==> src/rtl/rock_pkg.sv <==
// Shared types and helpers for the DSP cry-volume link.
package rock_pkg;

    typedef enum logic [1:0] {
        UIT,
        METEN,
        KLAAR
    } state_t;

    localparam logic [6:0] VOL_MAX = 7'd127;
    localparam int SAMPLE_W = 8;

    // -128 has no 8-bit positive twin, so it saturates.
    function automatic logic [6:0] absSat(
        input logic [SAMPLE_W-1:0] s
    );
        logic [SAMPLE_W-1:0] n;
        n = ~s + 8'd1;
        if (s == 8'h80)
            return VOL_MAX;
        else if (s[SAMPLE_W-1])
            return n[6:0];
        else
            return s[6:0];
    endfunction

    function automatic logic isClip(
        input logic [SAMPLE_W-1:0] s
    );
        return (s == 8'h7f) || (s == 8'h80);
    endfunction

endpackage

==> src/rtl/dsp_zender_piek.sv <==
// Running peak magnitude and clip flag for one window.
module piekDetector
    import rock_pkg::*;
(
    input  logic                clk,
    input  logic                reset,
    input  logic [SAMPLE_W-1:0] sample,
    input  logic                take,
    input  logic                first,
    output logic [6:0]          peak,
    output logic                clipRun
);

    logic [6:0] mag;
    logic       hit;

    assign mag = absSat(sample);
    assign hit = isClip(sample);

    // first restarts the window: load the sample if taken, else clear
    always_ff @(posedge clk or negedge reset) begin
        if (!reset) begin
            peak    <= '0;
            clipRun <= 1'b0;
        end else if (first) begin
            peak    <= take ? mag : 7'd0;
            clipRun <= take & hit;
        end else if (take) begin
            if (mag > peak)
                peak <= mag;
            clipRun <= clipRun | hit;
        end
    end

endmodule

==> src/rtl/dsp_zender.sv <==
// Windowed peak-volume producer feeding the stress block.
module dsp_zender
    import rock_pkg::*;
#(
    parameter int WINDOW = 256
) (
    input  logic                clk,
    input  logic                reset,
    input  logic                enable,
    input  logic [SAMPLE_W-1:0] sample,
    input  logic                sampleValid,
    output logic [7:0]          DSPuitgang,
    output logic                DSPready,
    output logic                clip
);

    localparam int CW = $clog2(WINDOW);
    localparam logic [CW-1:0] LAST = CW'(WINDOW - 1);
    localparam logic [CW-1:0] ONE  = CW'(1);

    state_t        state;
    logic [CW-1:0] cnt;
    logic          acc;
    logic          first;
    logic [6:0]    peak;
    logic          clipRun;
    logic [6:0]    mag;
    logic [6:0]    peakFin;
    logic          clipFin;

    assign acc   = enable & sampleValid;
    assign first = (state != METEN);
    assign mag   = absSat(sample);

    // the closing sample is folded in on the same edge it arrives
    assign peakFin = (mag > peak) ? mag : peak;
    assign clipFin = clipRun | isClip(sample);

    piekDetector u_piek (
        .clk     (clk),
        .reset   (reset),
        .sample  (sample),
        .take    (acc),
        .first   (first),
        .peak    (peak),
        .clipRun (clipRun)
    );

    always_ff @(posedge clk or negedge reset) begin
        if (!reset) begin
            state      <= UIT;
            cnt        <= '0;
            DSPuitgang <= '0;
            DSPready   <= 1'b0;
            clip       <= 1'b0;
        end else begin
            DSPready <= 1'b0;
            unique case (state)
                UIT: begin
                    cnt <= (acc ? ONE : '0);
                    if (enable)
                        state <= METEN;
                end
                METEN: begin
                    if (!enable) begin
                        state <= UIT;
                        cnt   <= '0;
                    end else if (acc) begin
                        if (cnt == LAST) begin
                            DSPuitgang <= {1'b0, peakFin};
                            clip       <= clipFin;
                            DSPready   <= 1'b1;
                            cnt        <= '0;
                            state      <= KLAAR;
                        end else begin
                            cnt <= cnt + ONE;
                        end
                    end
                end
                KLAAR: begin
                    if (!enable) begin
                        state <= UIT;
                        cnt   <= '0;
                    end else begin
                        state <= METEN;
                        cnt   <= (acc ? ONE : '0);
                    end
                end
                default: begin
                    state <= UIT;
                    cnt   <= '0;
                end
            endcase
        end
    end

endmodule

==> config.mk <==
export PLATFORM = sky130hd
export DESIGN_NAME = dsp_zender
export DESIGN_NICKNAME = d
export VERILOG_FILES = /design/src/rtl/rock_pkg.sv /design/src/rtl/dsp_zender_piek.sv /design/src/rtl/dsp_zender.sv
export SDC_FILE = /design/constraint.sdc
export NUM_CORES = 1
export LEC_CHECK = 0
export ABC_AREA = 1
export CAP_MARGIN = 5
export CORE_MARGIN = 1.5
export CORE_UTILIZATION = 32
export CTS_CLUSTER_SIZE = 24
export DETAILED_ROUTE_END_ITERATION = 16
export SLEW_MARGIN = 10
export SYNTH_ARGS = -nofsm -noshare
export SYNTH_HDL_FRONTEND = slang
export SYNTH_SLANG_ARGS = --single-unit
==> constraint.sdc <==
create_clock -name clk -period 1.8 [get_ports clk]
set_input_delay 0.45 -clock clk [delete_from_list [all_inputs] [get_ports clk]]
set_output_delay 0.45 -clock clk [all_outputs]
set_load 0.02 [all_outputs]
# After elaboration in Yosys (flattened, before gate mapping)
# Cells that the tools add are included.
# W data, S select, Z words.
[totals] input_bits=12 register_bits=27 latch_bits=0 word_cells=52 mem_count=0 ram_bits=0 mem_bits_ro=0
[op_classes] add_sub_neg=2 n_eq_ne=9 div=0 mul=0 muxes=24 n_lt_le_gt_ge=1 n_reduce_logical=5 bitwise=4 shift=0
[ops] cell="$mux W7" n=6
[ops] cell="$mux W8" n=3
[ops] cell="$pmux W8 S3" n=1
[ops] cell="$eq A8 B8 Y1 const B" n=2
[ops] cell="$mux W1" n=9
[ops] cell="$add A8 B1 Y8 const B" n=1
[ops] cell="$eq A8 B7 Y1 const B" n=1
[ops] cell="$mux W2" n=4
[ops] cell="$add A7 B1 Y7 const B" n=1
[ops] cell="$gt A7 B7 Y1" n=1
[ops] cell="$not A7 Y7" n=1
[ops] cell="$ne A3 B3 Y1 const B" n=2
[ops] cell="$pmux W2 S3" n=1
[ops] cell="$reduce_and A4 Y1" n=1
[ops] cell="$reduce_and A3 Y1" n=1
[ops] cell="$and A1 B1 Y1" n=2
[ops] cell="$eq A2 B1 Y1 const B" n=1
[ops] cell="$eq A2 B2 Y1 const B" n=1
[ops] cell="$logic_not A2 Y1" n=1
[ops] cell="$ne A2 B1 Y1 const B" n=1
[ops] cell="$ne A2 B2 Y1 const B" n=1
[ops] cell="$reduce_bool A2 Y1" n=1
[ops] cell="$logic_or A1 B1 Y1" n=1
[ops] cell="$or A1 B1 Y1" n=1

# Logic depth before layout (Yosys ltp)
# Gate-level depths: netlist of the first run.
[depth] ltp_word=8 depth_mapped=17 mapped_depth_nobuf=17

# By module
# A second synthesis of the first run with hierarchy kept.
[unflattened] cells_unflattened=323 area_unflattened_um2=2228.4
[modules_own_cells] mod="dsp_zender" area_per_inst_um2=1447.6 cells_each=207 instances=1
[modules_own_cells] mod="piekDetector" area_per_inst_um2=780.7 cells_each=116 instances=1

# Worst setup path before layout of the first run
# Ideal clock, no wire load.
[synth_path] path_kind="in2reg" from="in sample[0]" to="reg u_piek.peak[0]" setup_time_ns=0.116 path_slack_ns=-0.325 required_time_ns=1.684 stages=14 t_arrival_ns=2.008 path_buffers=0 cell_sequence="inv_1 -> ha_1 -> nand2_2 -> nor2_4 -> nand2_4 -> nand3_2 -> ha_1 -> nand2_1 -> nor3_1 -> inv_1 -> nand3_1 -> nand3_1 -> nand2_1 -> nand2_1"
[synth_between] elab_chain_cells=8
[synth_lines] item="start, declared" line="dsp_zender.sv:10" rtl="input logic [SAMPLE_W-1:0] sample,"
[synth_lines] item="$not A7 Y7" line="rock_pkg.sv:18" rtl="n = ~s + 8'd1;"
[synth_lines] item="$add A7 B1 Y7" line="rock_pkg.sv:18"
[synth_lines] item="$mux W7" line="rock_pkg.sv:21" rtl="else if (s[SAMPLE_W-1])"
[synth_lines] item="$mux W7 (*)" line="rock_pkg.sv:19" rtl="if (s == 8'h80)"
[synth_lines] item="$gt A7 B7 Y1" line="dsp_zender_piek.sv:29" rtl="if (mag > peak)"
[synth_lines] item="$mux W7" line="dsp_zender_piek.sv:29"
[synth_lines] item="$mux W7" line="dsp_zender_piek.sv:28" rtl="end else if (take) begin"
[synth_lines] item="$mux W7 (*)" line="dsp_zender_piek.sv:25" rtl="end else if (first) begin"
[synth_lines] item="end signal, assigned" line="dsp_zender_piek.sv:26" rtl="peak <= take ? mag : 7'd0;"
[synth_lines] item="end signal, assigned" line="dsp_zender_piek.sv:30" rtl="peak <= mag;"
[synth_lines] item="end, declared" line="dsp_zender_piek.sv:10" rtl="output logic [6:0] peak,"
# Every way passes the cells marked *; elsewhere a longest branch is shown, timed or not. The select of a mux whose other input is x is not followed.
# A chain may end at the register's enable or synchronous reset.

# Final worst setup path of the first run
[layout_path] from="in sample[1]" to="reg u_piek.peak[5]"
# The elaborated chain is that of the path after synthesis.

==> results of run 1 <==
synthesized netlist by cell type (2+ instances only):
| library cell | instances |
|---|---|
| sky130_fd_sc_hd__nand2_2 | 7 |
| sky130_fd_sc_hd__buf_4 | 2 |
| sky130_fd_sc_hd__nand2_4 | 3 |
| sky130_fd_sc_hd__nor3_1 | 3 |
| sky130_fd_sc_hd__buf_6 | 2 |
| sky130_fd_sc_hd__nor2_1 | 22 |
| sky130_fd_sc_hd__ha_1 | 10 |
| sky130_fd_sc_hd__a31oi_1 | 2 |
| sky130_fd_sc_hd__o21ai_0 | 11 |
| sky130_fd_sc_hd__nand3b_1 | 2 |
| sky130_fd_sc_hd__dfrtp_1 | 27 |
| sky130_fd_sc_hd__nor2_2 | 4 |
| sky130_fd_sc_hd__nand3_2 | 6 |
| sky130_fd_sc_hd__nand2_1 | 76 |
| sky130_fd_sc_hd__inv_1 | 33 |
| sky130_fd_sc_hd__a21oi_1 | 7 |
| sky130_fd_sc_hd__nor2_4 | 3 |
| sky130_fd_sc_hd__inv_2 | 3 |
| sky130_fd_sc_hd__nand3_1 | 17 |
timing repair:
item | 4_1_cts | 5_1_grt
setup buffers | 12 | 1
gates resized for setup | 54 | 26
pin swaps | 28 | 19
setup endpoints to repair | 14 | 14
worst max path at each step:
stage,start,end,slack [ns],cells after the start
CTS,sample[0],u_piek.peak[4],-0.38,19
global route,sample[1],u_piek.peak[4],-0.41,17
detailed placement,sample[0],u_piek.peak[4],-1.07,17
global placement,sample[1],u_piek.peak[2],-0.98,18
floorplan,sample[1],u_piek.peak[2],-0.20,16
finish,sample[1],u_piek.peak[5],-0.31,18
logic make-up after synthesis:
kind of cell,after synthesis
and+or+nand+nor,146
buffers and inverters,41
DFF,27
AOI/OAI and AO/OA,26
adders and majority gates,10
xor gates and xnor gates,1
other,1
worst max-delay path, delay by kind of cell:
family / cells / cell delay (ns)
compound gates: 1 / 0.22
buf+inv: 4 / 0.34
fa+ha+maj: 2 / 0.33
simple gates: 11 / 0.96
layer usage:
| metal | vias up | GRT usage [%] | share of wire, % |
|---|---|---|---|
| met4 | 0 | 4.04 | 1.7 |
| met2 | 24 | 29.7 | 50 |
| li1 | 926 | - | - |
| met1 | 844 | 19.9 | 46 |
| met5 | - | 0 | 0 |
| met3 | 8 | 2.41 | 2.5 |
cell type report:
cell class / instances / share of cell area (%)
clock buffer: 4 / 1.58
inverter: 36 / 5.69
multi-input combinational: 184 / 46.1
sequential: 27 / 23.7
tap: 72 / 3.15
timing repair buffer: 64 / 19.8
state kept, by name, summed over array words and instances, names as in the netlist:
register,cells
DSPready,1
DSPuitgang,7
clip,1
cnt,8
state,2
u_piek.clipRun,1
u_piek.peak,7
per-stage QoR:
stage	utilization (%)	total power, mW	TNS, ns
2_1_floorplan	-	1.17	-2.51
3_3_place_gp	45.1	1.38	-13.60
3_5_place_dp	45.1	1.39	-14.78
4_1_cts	50.7	1.90	-5.01
5_1_grt	51.6	2.09	-5.23
6_report	51.6	1.96	-3.87
power groups by stage:
| stage | combinational, mW | sequential (mW) | clock [mW] |
|---|---|---|---|
| after CTS | 0.838 | 0.699 | 0.362 |
| after detailed placement | 0.689 | 0.701 | 0 |
| final | 0.907 | 0.700 | 0.357 |
| after floorplan | 0.478 | 0.693 | 0 |
| after global routing | 0.999 | 0.705 | 0.390 |
| after global placement | 0.677 | 0.699 | 0 |
==> results.md, run 1 <==
Setup path:
- The largest individual stage delay along the critical path comes from the cell sky130_fd_sc_hd__a21oi_4.
- STA classifies the critical path startpoint as a primary input.
- The startpoint of the worst-slack reg-to-reg timing path is u_piek.peak[6].
- The worst setup path is captured at a register.
- Walking the worst path, the cells encountered are buf_12, inv_12, ha_4, nand2_4, nor2_4, nand2_4, buf_12, nand3_4, ha_4, nand2_4, inv_4, a21oi_4, nand2_8, nand2_8, nand2_4, nand3_2, nand2_1, nand2_1.
- The length in cells of the worst reg-to-reg path is 11.
- Of all nets on the critical path, the largest fanout is 7.
- The register-to-register path setup slack is ~0.060 ns.
- The arrival time at the worst endpoint is 2.33 ns.
- The largest single stage delay on the critical path is 0.22 ns.
- The endpoint of the worst-slack reg-to-reg timing path is u_piek.peak[5].
- At the worst endpoint, the required time is 2.02 ns.
- The critical path start-end classification is primary input to register.
- The cell that appears most often on the critical path is sky130_fd_sc_hd__nand2_4.

Pwr:
- The switching power of the nets is 0.783 mW.
- The fraction of power consumed by sequential logic is 35.6%.
- The power per unit of standard cell area is 688 mW/mm^2.
- The switching share of power is 39.9%.
- The internal portion of total power is 1.18 mW.
- Combinational logic burns 46.2% of the power.
- The fraction of power consumed by the clock network is 18.2%.
- IR analysis of the VDD net gives a maximum drop of just under 0.4 mV.
- In this run the static leakage power is 1.46 nW.

STA:
- The transition at the pin with the smallest max-transition slack is 0.564 ns.
- The tightest hold path in the finished design has a slack of 0.486 ns.
- The final count of hold timing violations was 0.
- The count of final setup violators is 14.
- Setup repair after global routing could not meet its margin everywhere.
- Headroom to the max-slew limit came out at 62.3%.
- The number of slew-limit violations in the final report is 0.
- The worst setup margin is -0.307 ns.
- Static timing analysis puts the maximum clock frequency at 475 MHz.
- The time the worst path needs with I/O delays and setup is around 2.1 ns.
- The clock tree skew after final layout is 0.00150 ns.
- Dividing the final minimum period by the clock period gives 117%.

Global route:
- The number of global-route vias before repair is 1841.
- The pin count of the biggest net entering global routing is 28.
- The number of antenna violations at the first check in global routing is 0.
- The wire length of the first global-routing pass is approximately 8000 um.
- The remaining global-route overflow is 0.
- The overall track demand over capacity in global routing is ~16%.

Placed design:
- Summing all placed instances gives a cell area of 0.00250 sq mm.
- In this run the tool buffered the top-level ports with 20 buffer cells.
- After detailed placement, the design holds a cell count of approximately 370.
- The worst slack at placement is -1.07 ns.
- The detailed-placement wirelength estimate is 3570 um.
- At the end of routability-driven placement, the weighted congestion stood at 0.925.

Clock tree:
- TritonCTS built the clock tree.
- The H-tree depth reported by CTS is 1.
- The clock transition at the registers of the reported paths is approximately 0.09 ns.
- The number of clock sinks is 27.
- The clock reaches the later pin of the worst-skew pair after 0.27 ns.
- The maximum number of buffers from clock root to sink is 2.
- In this run, CTS created clock tree buffers numbering 3.
- The hold-fix buffer count after cts is 0.
- The buffer type at the clock tree root is sky130_fd_sc_hd__clkbuf_8.

Detailed routing:
- The via count is between 1500 and 2000.
- Wires add up to 4640 um.
- The first routing iteration left 42 violations.
- After detailed routing, the number of vias per cell comes to 4.66.
- The count of antenna-violating nets left after detailed routing is 0.
- The residual DRC count is 0.
- The detailed-router iteration count before antenna repair is 4.
- The average routed wire per standard cell is 12.0 um.

Synthesis:
- The net count after synthesis is roughly 270.
- The average instance in the mapped netlist occupies 7.37 sq um.
- The fraction of synthesized cell area in xor and xnor cells is less than 1%.
- Sorting the synthesized cells by area gives the leading types as sky130_fd_sc_hd__dfrtp_1, sky130_fd_sc_hd__nand2_1, sky130_fd_sc_hd__ha_1.
- Of all flip-flops after synthesis, the portion carrying an async set or reset was between 90% and 100%.
- Counting every instance in the synthesized netlist gives 252.
- The most used flip-flop cell after synthesis is sky130_fd_sc_hd__dfrtp_1.
- The multiplexer fraction of the synthesized cell area is 0%.
- The post-synthesis share of cell area spent on full adders, half adders and majority gates is under 10%.
- The compound-cell area share of the yosys netlist is 8.55%.
- Counting flops and latches in the post-synthesis netlist gives 27.
- The synthesized-area fraction occupied by and/or/nand/nor cells is 38.1%.
- The library cell occupying the most area in the post-synthesis netlist is sky130_fd_sc_hd__dfrtp_1.
- After synthesis, the largest family of logic cells by area is simple AND/OR/NAND/NOR gates.
- Summing every instance area after synthesis gives approximately 0.0019 sq mm.
- Counting distinct cell types in the post-synthesis netlist gives 31.
- The share of the synthesized area in the top cell type is 36.4%.
- The synthesized design contains 0 enable-type register cells.
- The sequential cell area fraction in the yosys report is roughly 36%.
- Yosys printed 0 warnings.

Layout:
- The repair_antennas step left the layout with diodes totalling 0.
- Leaving out fill and tap cells, the most frequent cell in the layout is sky130_fd_sc_hd__nand2_1.
- In the layout the commonest cells are sky130_fd_sc_hd__nand2_1, sky130_fd_sc_hd__buf_4, sky130_fd_sc_hd__dfrtp_1.
- Once layout is complete, the cells apart from fillers number 387.
- In the final layout, flip-flops and latches occupy 676 sq um.
- The final cell area excluding filler cells is ~0.0029 sq mm.
- The number of nets at the end of the flow is ~340.
- The fraction of final layout cells with drive strength greater than 1 is 41.3%.
- The layout-stage area growth over the synthesis result is 53.7%.
- The number of fillers in the final layout is 525.
- The multi-input combinational cells in the finished layout cover a total of 0.00132 sq mm.

Min path:
- The path with the worst hold slack has its endpoint at DSPuitgang[3].
- Counting instances, the worst hold path has a depth of 2.
- The startpoint of the lowest-slack hold path is DSPuitgang[3].
- The path type of the worst min-delay path is register to register.

Die:
- The die boundary height is 79.2 um.
- The area of the die is 0.00627 sq mm.
- For this configuration, the core starts out at a cell density of 33.5%.
- The total area inside the core boundary comes to roughly 0.0055 sq mm.
- The floorplan row count is 27.
- From left edge to right edge, the die measures around 79 um.
- The top-level port count is 22.

Run status:
- The checks that failed: setup timing.
- The run finished, with violations left.

Job:
- The tool flagged a number of max-cap violations equal to 0.
Note: power is estimated with default switching activity, not from simulation.
==> run 2, diff against run 1 <==
--- a/config.mk
+++ b/config.mk
@@ -6,11 +6,13 @@
 export NUM_CORES = 1
 export LEC_CHECK = 0
 export ABC_AREA = 1
+export ABC_CLOCK_PERIOD_IN_PS = 1800
 export CAP_MARGIN = 5
 export CORE_MARGIN = 1.5
 export CORE_UTILIZATION = 32
 export CTS_CLUSTER_SIZE = 24
 export DETAILED_ROUTE_END_ITERATION = 16
+export MAX_ROUTING_LAYER = met4
 export SLEW_MARGIN = 10
 export SYNTH_ARGS = -nofsm -noshare
 export SYNTH_HDL_FRONTEND = slang
==> run 2 against run 1 <==
  * The run still ends with setup timing left
  * Sequential cell count stayed put
  * Critical endpoint unchanged
  * Die area is the same
  * Register-to-register slack hardly changed
  * Routed wire length about the same
  * Sequential power about the same
  * Count of clock-buffer cells in the layout unchanged
==> results.md, run 2 (synthesis results as in run 1) <==
STA:
- Once routing completed, OpenROAD measured the worst setup slack at -0.304 ns.
- Timing would allow up to 475 MHz.
- The worst-case headroom to the max-slew limit is between 60% and 70%.
- At the pin with the least slew margin, the transition time is 0.550 ns.
- The final worst-path cycle share is 117%.
- The total negative slack is -3.87 ns.
- Setup repair after global routing could not meet its margin everywhere.
- The final count of hold timing violations is 0.
- The number of slew-limit violations in the final report is 0.
- The worst hold slack is about 0.5 ns.
- The clock tree skew after final layout is around 0.0018 ns.
- Setup violations remaining at the end of the flow were counted as 14.
- The time the worst path needs with I/O delays and setup is 2.10 ns.

Setup path:
- Counting cells, the worst reg-to-reg path comes to 11.
- The sort of element at the start of the critical path is a primary input.
- The source of the critical timing path is sample[1].
- The critical path in this run is classified as primary input to register.
- The critical path capture point type is a register.
- The slowest stage of the critical path belongs to the cell sky130_fd_sc_hd__a21oi_4.
- The register-to-register path setup slack is 0.06 ns.
- The most critical setup path has its endpoint at u_piek.peak[5].
- The most numerous cell on the critical path is sky130_fd_sc_hd__nand2_4.
- For the worst setup path, the data required time is 2.02 ns.
- The endpoint of the worst-slack reg-to-reg timing path is u_piek.peak[5].
- For the worst setup path, the data arrival time is 2.32 ns.
- The worst register-to-register path begins at u_piek.peak[6].
- The worst stage delay on the critical path is 0.22 ns.
- Of all nets on the critical path, the largest fanout is 7.
- The critical path goes through buf_12, inv_12, ha_4, nand2_4, nor2_4, nand2_4, buf_12, nand3_4, ha_4, nand2_4, inv_4, a21oi_4, nand2_8, nand2_8, nand2_4, nand3_2, nand2_1, nand2_1.

Clock tree:
- The number of clock sinks is 27.
- Clock tree synthesis selected as its root buffer the cell sky130_fd_sc_hd__clkbuf_8.
- Clock-pin slew was measured on the worst setup and hold paths at 0.09 ns.
- TritonCTS built the clock tree.
- TritonCTS created 3 clock buffers.
- The H-tree depth reported by CTS is 1.
- The later pin in the worst-skew pair is clocked with a latency of 0.27 ns.
- The longest clock path from root to sink contains 2 buffers.
- The hold-fix buffer count after cts is 0.

Placed design:
- The count of buffers inserted at the top-level ports is 20.
- The number of placed cells counting well taps is 372.
- The detailed-placement wirelength estimate is 3570 um.
- The congestion estimate from routability-driven global placement came to between 0.9 and 1.

Layout:
- The antenna diode count is 0.
- The share of the core filled with cells is between 50% and 60%.
- The final layout contains 338 nets.
- The flip-flop count of the largest register after layout is 8.
- The layout-stage area growth over the synthesis result is 53.7%.
- The most common cell after layout, fill and taps aside is sky130_fd_sc_hd__nand2_1.
- The library cells used most frequently in the layout, excluding fill and tap cells, are sky130_fd_sc_hd__nand2_1, sky130_fd_sc_hd__buf_4, sky130_fd_sc_hd__dfrtp_1.
- The post-route netlist has 41.3% of its cells at a drive strength greater than 1.
- Leaving out filler cells and counting taps, the final layout contains 387.
- The register containing the most flip-flops in the final layout is cnt.
- The largest registers in the layout are cnt x8, DSPuitgang x7, u_piek.peak x7.

Global route:
- The number of antenna violations at the first check in global routing was 0.
- The overall track demand over capacity in global routing is 16.7%.
- The number of global-route vias before repair is 1841.
- The remaining global-route overflow is 0.
- The wire length of the first global-routing pass is 8070 um.
- Entering global routing, the biggest net connects 28 pins.

Die:
- The floorplan has 27 rows.
- The floorplan step set the die height to 79.2 um.
- The die covers 0.00627 sq mm.
- The starting utilization of the core area is 33.5%.
- For this design the top-level I/O count stands at 22.
- From left edge to right edge, the die measures 79.2 um.
- The core region is 0.00554 sq mm.

Pwr:
- The worst-case IR drop observed on VDD is around 0.38 mV.
- The power per unit of standard cell area is 687 mW/mm^2.
- The analysis attributes to cell leakage a power of 1.46 nW.

Detailed routing:
- For this block, the via count after detailed routing is between 1500 and 2000.
- The average routed wire per standard cell is 12.0 um.
- The detailed router finished its first iteration with 43 violations.
- The detailed-route wire length is 4650 um.
- The count of antenna-violating nets left after detailed routing is 0.
- The number of vias per cell after detailed routing is ~4.7.
- Before antenna repair, the detailed router went through 4 iterations.
- The residual DRC count is 0.

Run status:
- The checks that failed: setup timing.
- The flow ran to the end, but the final reports show violations.

Min path:
- The path type of the worst min-delay path is register to register.

Job:
- The count of max-cap constraint violations is 0.
-- run 2: cell counts in the layout (fill, tap and decap cells not counted) --
Identical to the previous run, type by type.
-- run 2: cell type report --
| cell class | instances | area, sq um |
|---|---|---|
| Multi-Input combinational cell | 184 | 1320 |
| Clock buffer | 4 | 45.0 |
| Inverter | 36 | 163 |
| Fill cell | 525 | 2680 |
| Timing Repair Buffer | 64 | 567 |
| Sequential cell | 27 | 676 |
| Tap cell | 72 | 90.1 |
-- run 2: power breakdown --
group          total, mW  internal (mW)  switching (mW)
Sequential         0.700          0.650          0.0502
Clock              0.356          0.159           0.197
Combinational      0.907          0.372           0.535
-- run 2: worst min path at each step --
stage | from | endpoint | slack, ns | depth (start not counted)
5_1_grt | state[0] | state[0] | 0.52 | 1
6_report | DSPuitgang[3] | DSPuitgang[3] | 0.49 | 2
2_1_floorplan | reset | DSPready | 0.15 | 0
3_5_place_dp | DSPuitgang[4] | DSPuitgang[4] | 0.47 | 2
4_1_cts | DSPuitgang[4] | DSPuitgang[4] | 0.49 | 2
3_3_place_gp | DSPuitgang[3] | DSPuitgang[3] | 0.46 | 2
-- run 2: timing repair --
action                                  in CTS  in global routing
endpoints found under the setup margin      14                 14
hold endpoints to repair                     0                  0
gates cloned                                 0                  0
resized for setup                           54                 26
buffers inserted                            12                  1
pin swaps                                   28                 19
-- run 2: critical path, delay by kind of cell --
kind | cells | cell delay [ns]
compound gates | 1 | 0.22
buf+inv | 4 | 0.34
fa+ha+maj | 2 | 0.33
simple gates | 11 | 0.95
-- run 2: through the flow --
| step | cell area, sq um | setup WS [ns] | power, mW |
|---|---|---|---|
| floorplan | 1990 | -0.203 | 1.17 |
| global placement | 2500 | -0.975 | 1.38 |
| detailed placement | 2500 | -1.07 | 1.39 |
| CTS | 2810 | -0.380 | 1.90 |
| global route | 2860 | -0.410 | 2.09 |
| finish | 2860 | -0.304 | 1.96 |
-- run 2: routing by layer --
metal  share of wire, %  vias to the layer above  GRT usage, %
li1                   -                      926             -
met1                 46                      844          19.9
met3                2.3                        8          2.41
met4                1.7                        0          4.04
met2                 50                       24          29.7
met5                  0                        -             -
==> run 3, diff against run 2 <==
--- a/config.mk
+++ b/config.mk
@@ -6,10 +6,11 @@
 export NUM_CORES = 1
 export LEC_CHECK = 0
 export ABC_AREA = 1
-export ABC_CLOCK_PERIOD_IN_PS = 1800
+export ABC_CLOCK_PERIOD_IN_PS = 2450
 export CAP_MARGIN = 5
 export CORE_MARGIN = 1.5
 export CORE_UTILIZATION = 32
+export CTS_BUF_LIST = sky130_fd_sc_hd__clkbuf_8
 export CTS_CLUSTER_SIZE = 24
 export DETAILED_ROUTE_END_ITERATION = 16
 export MAX_ROUTING_LAYER = met4
==> constraint.sdc (replaced) <==
create_clock -name clk -period 2.45 [get_ports clk]
set_input_delay 0.6125 -clock clk [delete_from_list [all_inputs] [get_ports clk]]
set_output_delay 0.6125 -clock clk [all_outputs]
set_load 0.02 [all_outputs]
==> run 3 against run 2 <==
  * The run now ends clean
  * Clock power fell by 31%
  * Utilization fell by 2.2 points
  * Non-clock buffer count shrank 7
  * Sequential power fell by 27%
  * Hold slack better by 0.0071 ns
  * Sequential cell count is the same
  * Combinational power fell by 28%
  * Total power fell by 28%
  * Critical path type unchanged
  * Largest power group unchanged
==> results.md, run 3 (synthesis results as in run 1) <==
Layout:
- The library cells used most frequently in the layout, excluding fill and tap cells, are sky130_fd_sc_hd__nand2_1, sky130_fd_sc_hd__buf_4, sky130_fd_sc_hd__inv_1.
- In the final layout, the registers with the most flip-flops are cnt x8, DSPuitgang x7, u_piek.peak x7.
- The antenna diode count is 0.
- The number of nets at the end of the flow is 331.
- The share of the core filled with cells is 49.4%.
- The fraction of final layout cells with drive strength greater than 1 is 35.7%.
- The number of fillers in the final layout is between 500 and 600.
- The register with the most flip-flops in the layout has 8 of them.
- The register containing the most flip-flops in the final layout is cnt.
- The library cell used most frequently in the layout, excluding fill and tap cells, is sky130_fd_sc_hd__nand2_1.
- The layout-stage area growth over the synthesis result is 47.3%.
- With fillers left out, the area of the finished cells amounts to between 0.002 and 0.003 sq mm.
- After the flow finishes, the layout carries non-filler instances totaling 380.

Detailed routing:
- The average routed wire per standard cell is 11.6 um.
- The initial DRC count is just over 100.
- After detailed routing, the number of vias per cell comes to 4.62.
- The residual DRC count is 0.
- The count of antenna-violating nets left after detailed routing is 0.
- After detailed routing, the total wire length is between 4000 and 5000 um.
- The via count is approximately 1800.
- For this run, the detailed router's first-pass iteration total came to 4.

STA:
- The worst hold slack is ~0.5 ns.
- The highest achievable clock rate is around 430 MHz.
- The worst path meets setup with approximately 0.12 ns of slack.
- The time the worst path needs with I/O delays and setup is between 2 and 2.5 ns.
- Dividing the final minimum period by the clock period gives 95.1%.
- Setup violations remaining at the end of the flow were counted as 0.
- The clock tree skew after final layout is 0.00222 ns.
- The final count of hold timing violations is 0.
- For the final routed database, the setup TNS stands at 0 ns.
- The number of slew-limit violations in the final report is 0.

Min path:
- The worst hold path terminates at DSPuitgang[5].
- The tightest min-delay check is of the register to register type.
- The worst hold path was traced through 2 stages.
- In this run the most critical hold path is launched from DSPuitgang[5].

Setup path:
- At the worst endpoint, the required time is 2.67 ns.
- For this design, the slowest cell found on the critical path is sky130_fd_sc_hd__ha_4.
- Broken down by cell family, the worst path's largest delay share belongs to simple AND/OR/NAND/NOR gates.
- The critical path goes through clkdlybuf4s15_1, buf_6, nor2_4, nand2_2, nand2_4, nand2_2, nand2_2, nand3_4, ha_4, nand2_8, inv_4, a21oi_4, nand2_8, nand2_8, nand2_2, nand3_1, nand2_1, nand2_1.
- The critical path capture point type is a register.
- The most numerous cell on the critical path is sky130_fd_sc_hd__nand2_2.
- The count of buffer and inverter cells on the critical path is 3.
- On the worst path, the slowest cell contributes a delay of 0.27 ns.
- The peak fanout along the critical path is 6.
- The endpoint of the worst-slack reg-to-reg timing path is u_piek.peak[3].
- The sort of element at the start of the critical path is a primary input.
- In this run the register-to-register setup slack is 0.76 ns.
- The length in cells of the worst reg-to-reg path is 11.
- The critical path start-end classification is primary input to register.
- The arrival time at the worst endpoint is 2.55 ns.
- The startpoint of the worst-slack reg-to-reg timing path is u_piek.peak[5].

Pwr:
- The overall power consumption is around 1.4 mW.
- Across the VDD grid, the largest voltage drop is 0.172 mV.
- The cell leakage power is 1.40 nW.
- The power per unit of standard cell area is 518 mW/mm^2.

Global route:
- The number of global-route vias before repair is 1728.
- In the global route stage, overall resource usage came out at around 15%.
- Global routing consumed, on the met1 layer, between 15 and 20% of the routing resources.
- The met2 usage in global routing is between 20% and 30%.
- The total overflow left after global routing is 0.
- The first global-routing pass estimated 7250 um of wire.
- The number of antenna violations at the first check in global routing came to 0.
- The busiest layer in global routing is met2.
- For met3 alone, demand over resource in global routing was 1.38%.
- Entering global routing, the biggest net connects 28 pins.

Clock tree:
- The buffer type at the clock tree root is sky130_fd_sc_hd__clkbuf_8.
- The H-tree depth reported by CTS is 1.
- Buffers inserted during clock tree synthesis total 3.
- The longest clock path from root to sink contains 2 buffers.
- The clock net in this run drives a total of 27 sinks.
- The clock transition at the registers of the reported paths is 0.09 ns.
- TritonCTS built the clock tree.
- The hold-fix buffer count after cts is 0.
- The source-to-sink clock delay at the later pin of the worst-skew pair is roughly 0.27 ns.

Die:
- The die covers 0.00627 sq mm.
- The core footprint is 0.00554 sq mm.
- Measured along the x axis, the die boundary spans around 80 um.
- The top-level port count is 22.
- From bottom edge to top edge, the die measures about 79 um.
- The floorplan row count is 27.
- The starting utilization of the core area is 33.5%.

Placed design:
- Once placement completed, the tool counted placed cells totaling 366.
- Timing analysis after detailed placement gives a worst setup slack of -0.535 ns.
- At the end of routability-driven placement, the weighted congestion stood at 0.859.
- The detailed-placement wirelength estimate is 3010 um.
- The cell area after placement is 0.00232 sq mm.
- The count of buffers inserted at the top-level ports is 20.

Job:
- The count of max-cap constraint violations is 0.

Run status:
- The flow ran to the end, and the final reports show no timing, DRC or antenna violations.
==> run 3: cell types whose count changed in the layout (fill, tap and decap cells not counted), sizes merged <==
cell / before / now
inv: 36 / 37
clkdlybuf4s15: 2 / 3
clkbuf: 5 / 4
dlymetal6s2s: 0 / 3
buf: 48 / 37
==> run 3: power by group <==
group	switching [mW]	internal (mW)	total [mW]
logic	0.379	0.278	0.657
registers	0.0359	0.477	0.513
clock network	0.134	0.112	0.247
total	0.549	0.868	1.42
==> run 3: worst max path at each step <==
stage	slack [ns]	end	start	depth (start not counted)
6_report	0.12	u_piek.peak[3]	sample[1]	18
5_1_grt	-0.02	u_piek.peak[6]	sample[1]	18
4_1_cts	0.02	u_piek.peak[5]	sample[4]	16
3_5_place_dp	-0.53	u_piek.peak[1]	sample[0]	15
3_3_place_gp	-0.49	u_piek.peak[1]	sample[0]	15
2_1_floorplan	0.16	u_piek.peak[0]	sample[0]	14
==> run 3: area by class of cell <==
class                           count  area [sq um]  share of cell area (%)
Clock inverter                      1          3.75                   0.137
Sequential cell                    27           676                    24.7
Clock buffer                        3          41.3                    1.51
Timing Repair Buffer               57           499                    18.2
Inverter                           36           138                    5.03
Multi-Input combinational cell    184          1290                    47.1
Tap cell                           72          90.1                    3.29
==> run 3: worst min-delay path, delay by kind of cell, from the launching register on <==
kind             cells  cell delay (ns)
and+or+nand+nor      2             0.11
DFF                  1             0.36
==> run 3: repair_timing <==
item                       4_1_cts  5_1_grt
pin swaps                       13       23
resized for setup               26       51
setup endpoints to repair       14       14
buffers inserted                 3        7
==> run 3: metal layers <==
| layer | vias up | wire [um] | share of wire, % |
|---|---|---|---|
| li1 | 913 | - | - |
| met1 | 810 | 1970 | 45 |
| met2 | 28 | 2310 | 52 |
| met3 | 6 | 80 | 1.8 |
| met4 | 0 | 59 | 1.3 |
| met5 | - | 0 | 0 |
==> patch 1, RTL diff (config.mk and constraints of run 2) <==
Make the reset (`reset`) synchronous in 2 clocked blocks.
--- a/src/rtl/dsp_zender_piek.sv
+++ b/src/rtl/dsp_zender_piek.sv
@@ -18,7 +18,7 @@
     assign hit = isClip(sample);
 
     // first restarts the window: load the sample if taken, else clear
-    always_ff @(posedge clk or negedge reset) begin
+    always_ff @(posedge clk) begin
         if (!reset) begin
             peak    <= '0;
             clipRun <= 1'b0;
--- a/src/rtl/dsp_zender.sv
+++ b/src/rtl/dsp_zender.sv
@@ -46,7 +46,7 @@
         .clipRun (clipRun)
     );
 
-    always_ff @(posedge clk or negedge reset) begin
+    always_ff @(posedge clk) begin
         if (!reset) begin
             state      <= UIT;
             cnt        <= '0;
Function: same outputs for any inputs over 10 cycles, from zero or initial values and one cycle with reset low; that may be too few to reach the edited logic, so the function may still have changed.
==> patch 1 against run 2 <==
- the flow still finishes with violations (negative setup slack)
- die area fell by 5.6%
- first-iteration DRC count rose by 67%
- design area fell by 1.8%
- worst setup slack improved by 0.024 ns
- critical endpoint is now u_piek.peak[3]$_SDFFE_PN0P_
- area after synthesis fell by 5.8%
- critical path type unchanged
- sequential share of layout area fell by 4.4 points
- sequential cell count did not move
- wire length rose by 1.6%
- count of clock-buffer cells in the layout did not move
- total power fell by 23%
- via count rose by 6.9%
==> patch 1: results (changes against run 2) <==
GPL Wtd Cong=0.813 (was 0.941); Reg-to-Reg Start=u_piek.peak[6]$_SDFFE_PN0P_ (was u_piek.peak[6]$_DFFE_PN0P_); Static Leak=1.24 nW (was 1.46 nW); Final Skew=0.00202 ns (was 0.00179 ns); Post-Synthesis Cells=263 (was 252); vias=1,927 (was 1,802); failing checks=negative setup slack (unchanged); first-pass GRT wire length=7730 um (was 8070 um); pin count of the biggest net entering global routing=15 (was 28); # setup viols final=14 (unchanged); sequential area share after synthesis=0.309 (was 0.364); drt pass-1 iters=5 (was 4); Met1 Wirelength=2270 um (was 2130 um); Routed WL=4720 um (was 4650 um); run status=finished with violations (unchanged); routed wl met2=2180 um (was 2330 um); internal power=1.02 mW (was 1.18 mW); post-placement setup slack=-1.14 ns (was -1.07 ns); share of layout cells above drive strength 1=0.416 (was 0.413); CP startpoint=sample[0] (was sample[1]); setup ws final=-0.280 ns (was -0.304 ns); Met3 Wirelength=217 um (was 107 um); DP Cell Count=385 (was 372); vias in the first global route=1,778 (was 1,841); CP arrival=2.28 ns (was 2.32 ns); Crit Path Max Fanout=6 (was 7); GRT Overall Usage=0.163 (was 0.167); top cells by area, synth=dfxtp_1 31%, nand2_1 13%, nand3_1 8.3%, inv_1 7.5%, ha_1 7.1% (was dfrtp_1 36%, nand2_1 15%, ha_1 6.7%, inv_1 6.7%, nand3_1 4.6%); VDD IR max=0.319 mV (was 0.384 mV)
patch 1: cell types whose count changed after synthesis, sizes merged, moves of 3 or more:
cell,run 2,this run
a22oi,0,5
inv,36,40
nor3,4,11
nand2,86,63
dfxtp,0,27
a21oi,8,20
a31oi,3,0
nand3,23,31
dfrtp,27,0
nor2,29,33
patch 1: power by group through the flow:
stage / clock (mW) / sequential, mW / combinational (mW)
after floorplan: 0 / 0.629 / 0.238
after global placement: 0 / 0.632 / 0.394
after CTS: 0.356 / 0.618 / 0.471
final: 0.344 / 0.618 / 0.544
after detailed placement: 0 / 0.631 / 0.400
after global routing: 0.384 / 0.621 / 0.594
patch 1: area by class of cell:
cell class | instances | area, um^2
Inverter | 40 | 170
Multi-Input combinational cell | 192 | 1370
Fill cell | 509 | 2400
Timing Repair Buffer | 71 | 593
Tap cell | 70 | 87.6
Sequential cell | 27 | 541
Clock buffer | 4 | 45.0
patch 1: cells by family after synthesis:
group                    count (synthesis)  synth area share
flip-flops                              27             0.309
adder cells (fa/ha/maj)                 10            0.0715
AO/OA/AOI/OAI                           37             0.117
AND/OR/NAND/NOR                        143             0.395
other                                    1           0.00214
XOR/XNOR                                 1           0.00500
buffers and inverters                   44             0.101
patch 1: how the worst min path moves through the flow:
stage                           startpoint                           to  slack, ns  depth (start not counted)
6_report       u_piek.clipRun$_SDFFE_PN0P_  u_piek.clipRun$_SDFFE_PN0P_       0.47                          2
4_1_cts        u_piek.clipRun$_SDFFE_PN0P_  u_piek.clipRun$_SDFFE_PN0P_       0.47                          2
5_1_grt         DSPuitgang[3]$_SDFFE_PN0P_   DSPuitgang[3]$_SDFFE_PN0P_       0.49                          2
3_5_place_dp   u_piek.clipRun$_SDFFE_PN0P_  u_piek.clipRun$_SDFFE_PN0P_       0.46                          2
2_1_floorplan  u_piek.clipRun$_SDFFE_PN0P_  u_piek.clipRun$_SDFFE_PN0P_       0.44                          2
3_3_place_gp   u_piek.clipRun$_SDFFE_PN0P_  u_piek.clipRun$_SDFFE_PN0P_       0.46                          2
patch 1: what timing repair did:
| action | CTS | global route |
|---|---|---|
| setup endpoints to repair | 14 | 14 |
| endpoints found under the hold margin | 0 | 0 |
| pin swaps | 28 | 35 |
| setup buffers | 10 | 6 |
| resized for setup | 50 | 52 |
patch 1: per-layer routing:
layer	GRT usage	up-vias
met1	0.223	873
met2	0.250	46
met3	0.0298	6
li1	-	1002
met4	0.0352	0
met5	-	-
patch 1: worst max-delay path, stage by stage:
cell and delay, ns:
buf_12 0.11, inv_12 0.05, ha_4 0.14, nand3_4 0.10
buf_6 0.14, nand3_4 0.05, nand3_4 0.07, ha_4 0.26
nand2_2 0.07, nand2_2 0.07, a21oi_4 0.19, nand2_4 0.10
nand2_4 0.12, nand2_2 0.06, nand2_2 0.08, nand2_1 0.06
a21oi_1 0.15
==> patch 2, RTL diff (settings of run 2) <==
Without the edit above. Change the package constant `SAMPLE_W` from 8 to 9.
--- a/src/rtl/rock_pkg.sv
+++ b/src/rtl/rock_pkg.sv
@@ -8,7 +8,7 @@
     } state_t;
 
     localparam logic [6:0] VOL_MAX = 7'd127;
-    localparam int SAMPLE_W = 8;
+    localparam int SAMPLE_W = 9;
 
     // -128 has no 8-bit positive twin, so it saturates.
     function automatic logic [6:0] absSat(
Ports: changed (resized sample); port bits go from 22 to 23. The function was not compared with the original's and may differ.
==> patch 2 against run 2 <==
- the flow still finishes with violations (negative setup slack)
- global-route usage is 0.94 points higher
- total power grew 4.8%
- combinational power rose by 9.6%
- area after synthesis about the same
- sequential cell count unchanged
- wire length grew 9.4%
- design area up 4.9%
- sequential power grew 1%
- worst setup slack about the same
- utilization increased by 2.6 points
- synthesized cell count rose by 3.6%
==> patch 2: results (changes against run 2) <==
run status=finished with violations (unchanged); failing checks=negative setup slack (unchanged); M1 GR Usage=0.237 (was 0.199); top cells by area, synth=dfrtp_1 36%, nand2_1 21%, ha_1 6.7%, nand3_1 6.7%, inv_1 5.2% (was dfrtp_1 36%, nand2_1 15%, ha_1 6.7%, inv_1 6.7%, nand3_1 4.6%); hpwl dp=3510 um (was 3570 um); share of layout cells above drive strength 1=0.455 (was 0.413); r2r endpoint=u_piek.peak[0]$_DFFE_PN0P_ (was u_piek.peak[5]$_DFFE_PN0P_); via density per instance=4.71 (was 4.66); sequential area share after synthesis=0.363 (was 0.364); Net Sw Power=0.830 mW (was 0.783 mW); Sum Neg Setup Slack=-3.83 ns (was -3.87 ns); setup ws final=-0.304 ns (about the same); GRT met2 Usage=0.282 (was 0.297); Crit Path Max Fanout=3 (was 7); drt wl/cell=12.6 um (was 12.0 um); initial DRC count=134 (was 43); Final Skew=0.0135 ns (was 0.00179 ns); Seq group=0.710 mW (was 0.700 mW); Worst R2R Setup Slack=0.04 ns (was 0.06 ns); port bufs=21 (was 20); internal power=1.23 mW (was 1.18 mW); Placed Instance Area=0.00253 mm^2 (was 0.00250 mm^2); Hold EP=u_piek.clipRun$_DFFE_PN0P_ (was DSPuitgang[3]$_DFFE_PN0P_); Static Leak=1.55 nW (was 1.46 nW); # setup viols final=14 (unchanged); Slew @ Worst Pin=0.554 ns (was 0.550 ns); Met3 Wirelength=173 um (was 107 um); Post-synth top cells=103 x nand2_1, 27 x dfrtp_1, 26 x inv_1 (was 76 x nand2_1, 33 x inv_1, 27 x dfrtp_1); met3 GRT Util=0.0207 (was 0.0241); P_comb=0.994 mW (was 0.907 mW); routed wl met2=2560 um (was 2330 um)
[patch 2: changes by cell type in the layout (fill, tap and decap cells not counted), sizes merged, moves of 2 or more]
cell / change
buf: +6
nand2: +19
o21ai: -3
nand3: +4
nand4: +2
nor2: -8
inv: -5
a31oi: -2
a21oi: +2
clkdlybuf4s15: -2
[patch 2: critical path, stage by stage]
cell,delay [ns]
buf_12,0.11
inv_12,0.04
ha_4,0.15
nand2_4,0.05
buf_4,0.13
nand3b_1,0.15
nand3_4,0.10
ha_4,0.27
nand2_4,0.07
nand2_4,0.06
a21oi_4,0.23
buf_6,0.14
a21oi_4,0.06
nand2_2,0.08
nand3_2,0.07
nand2_1,0.06
nand2_1,0.05
[patch 2: what timing repair did]
action	in CTS	in global routing
setup buffers	17	4
endpoints found under the setup margin	14	14
gates resized for setup	57	56
pin swaps	25	36
[patch 2: kinds of logic (layout without fill, tap and decap cells)]
group | after synthesis | after routing | synth area share
XOR/XNOR | 1 | 1 | 0.00471
AO/OA/AOI/OAI | 21 | 21 | 0.0633
adder cells (fa/ha/maj) | 10 | 10 | 0.0673
buffers and inverters | 35 | 104 | 0.0787
other | 1 | 1 | 0.00202
AND/OR/NAND/NOR | 166 | 166 | 0.421
flip-flops | 27 | 27 | 0.363
[patch 2: layout make-up]
type / count / area [um^2]
Fill cell: 521 / 2540
Sequential cell: 27 / 676
Multi-Input combinational cell: 199 / 1460
Timing Repair Buffer: 69 / 577
Inverter: 31 / 144
Clock buffer: 3 / 41.3
Tap cell: 72 / 90.1
Clock inverter: 1 / 7.51
[patch 2: per-stage QoR]
step	hold slack [ns]	instances
global route	0.524	402
CTS	0.495	400
global placement	0.463	380
detailed placement	0.473	380
floorplan	0.154	261
finish	0.490	402
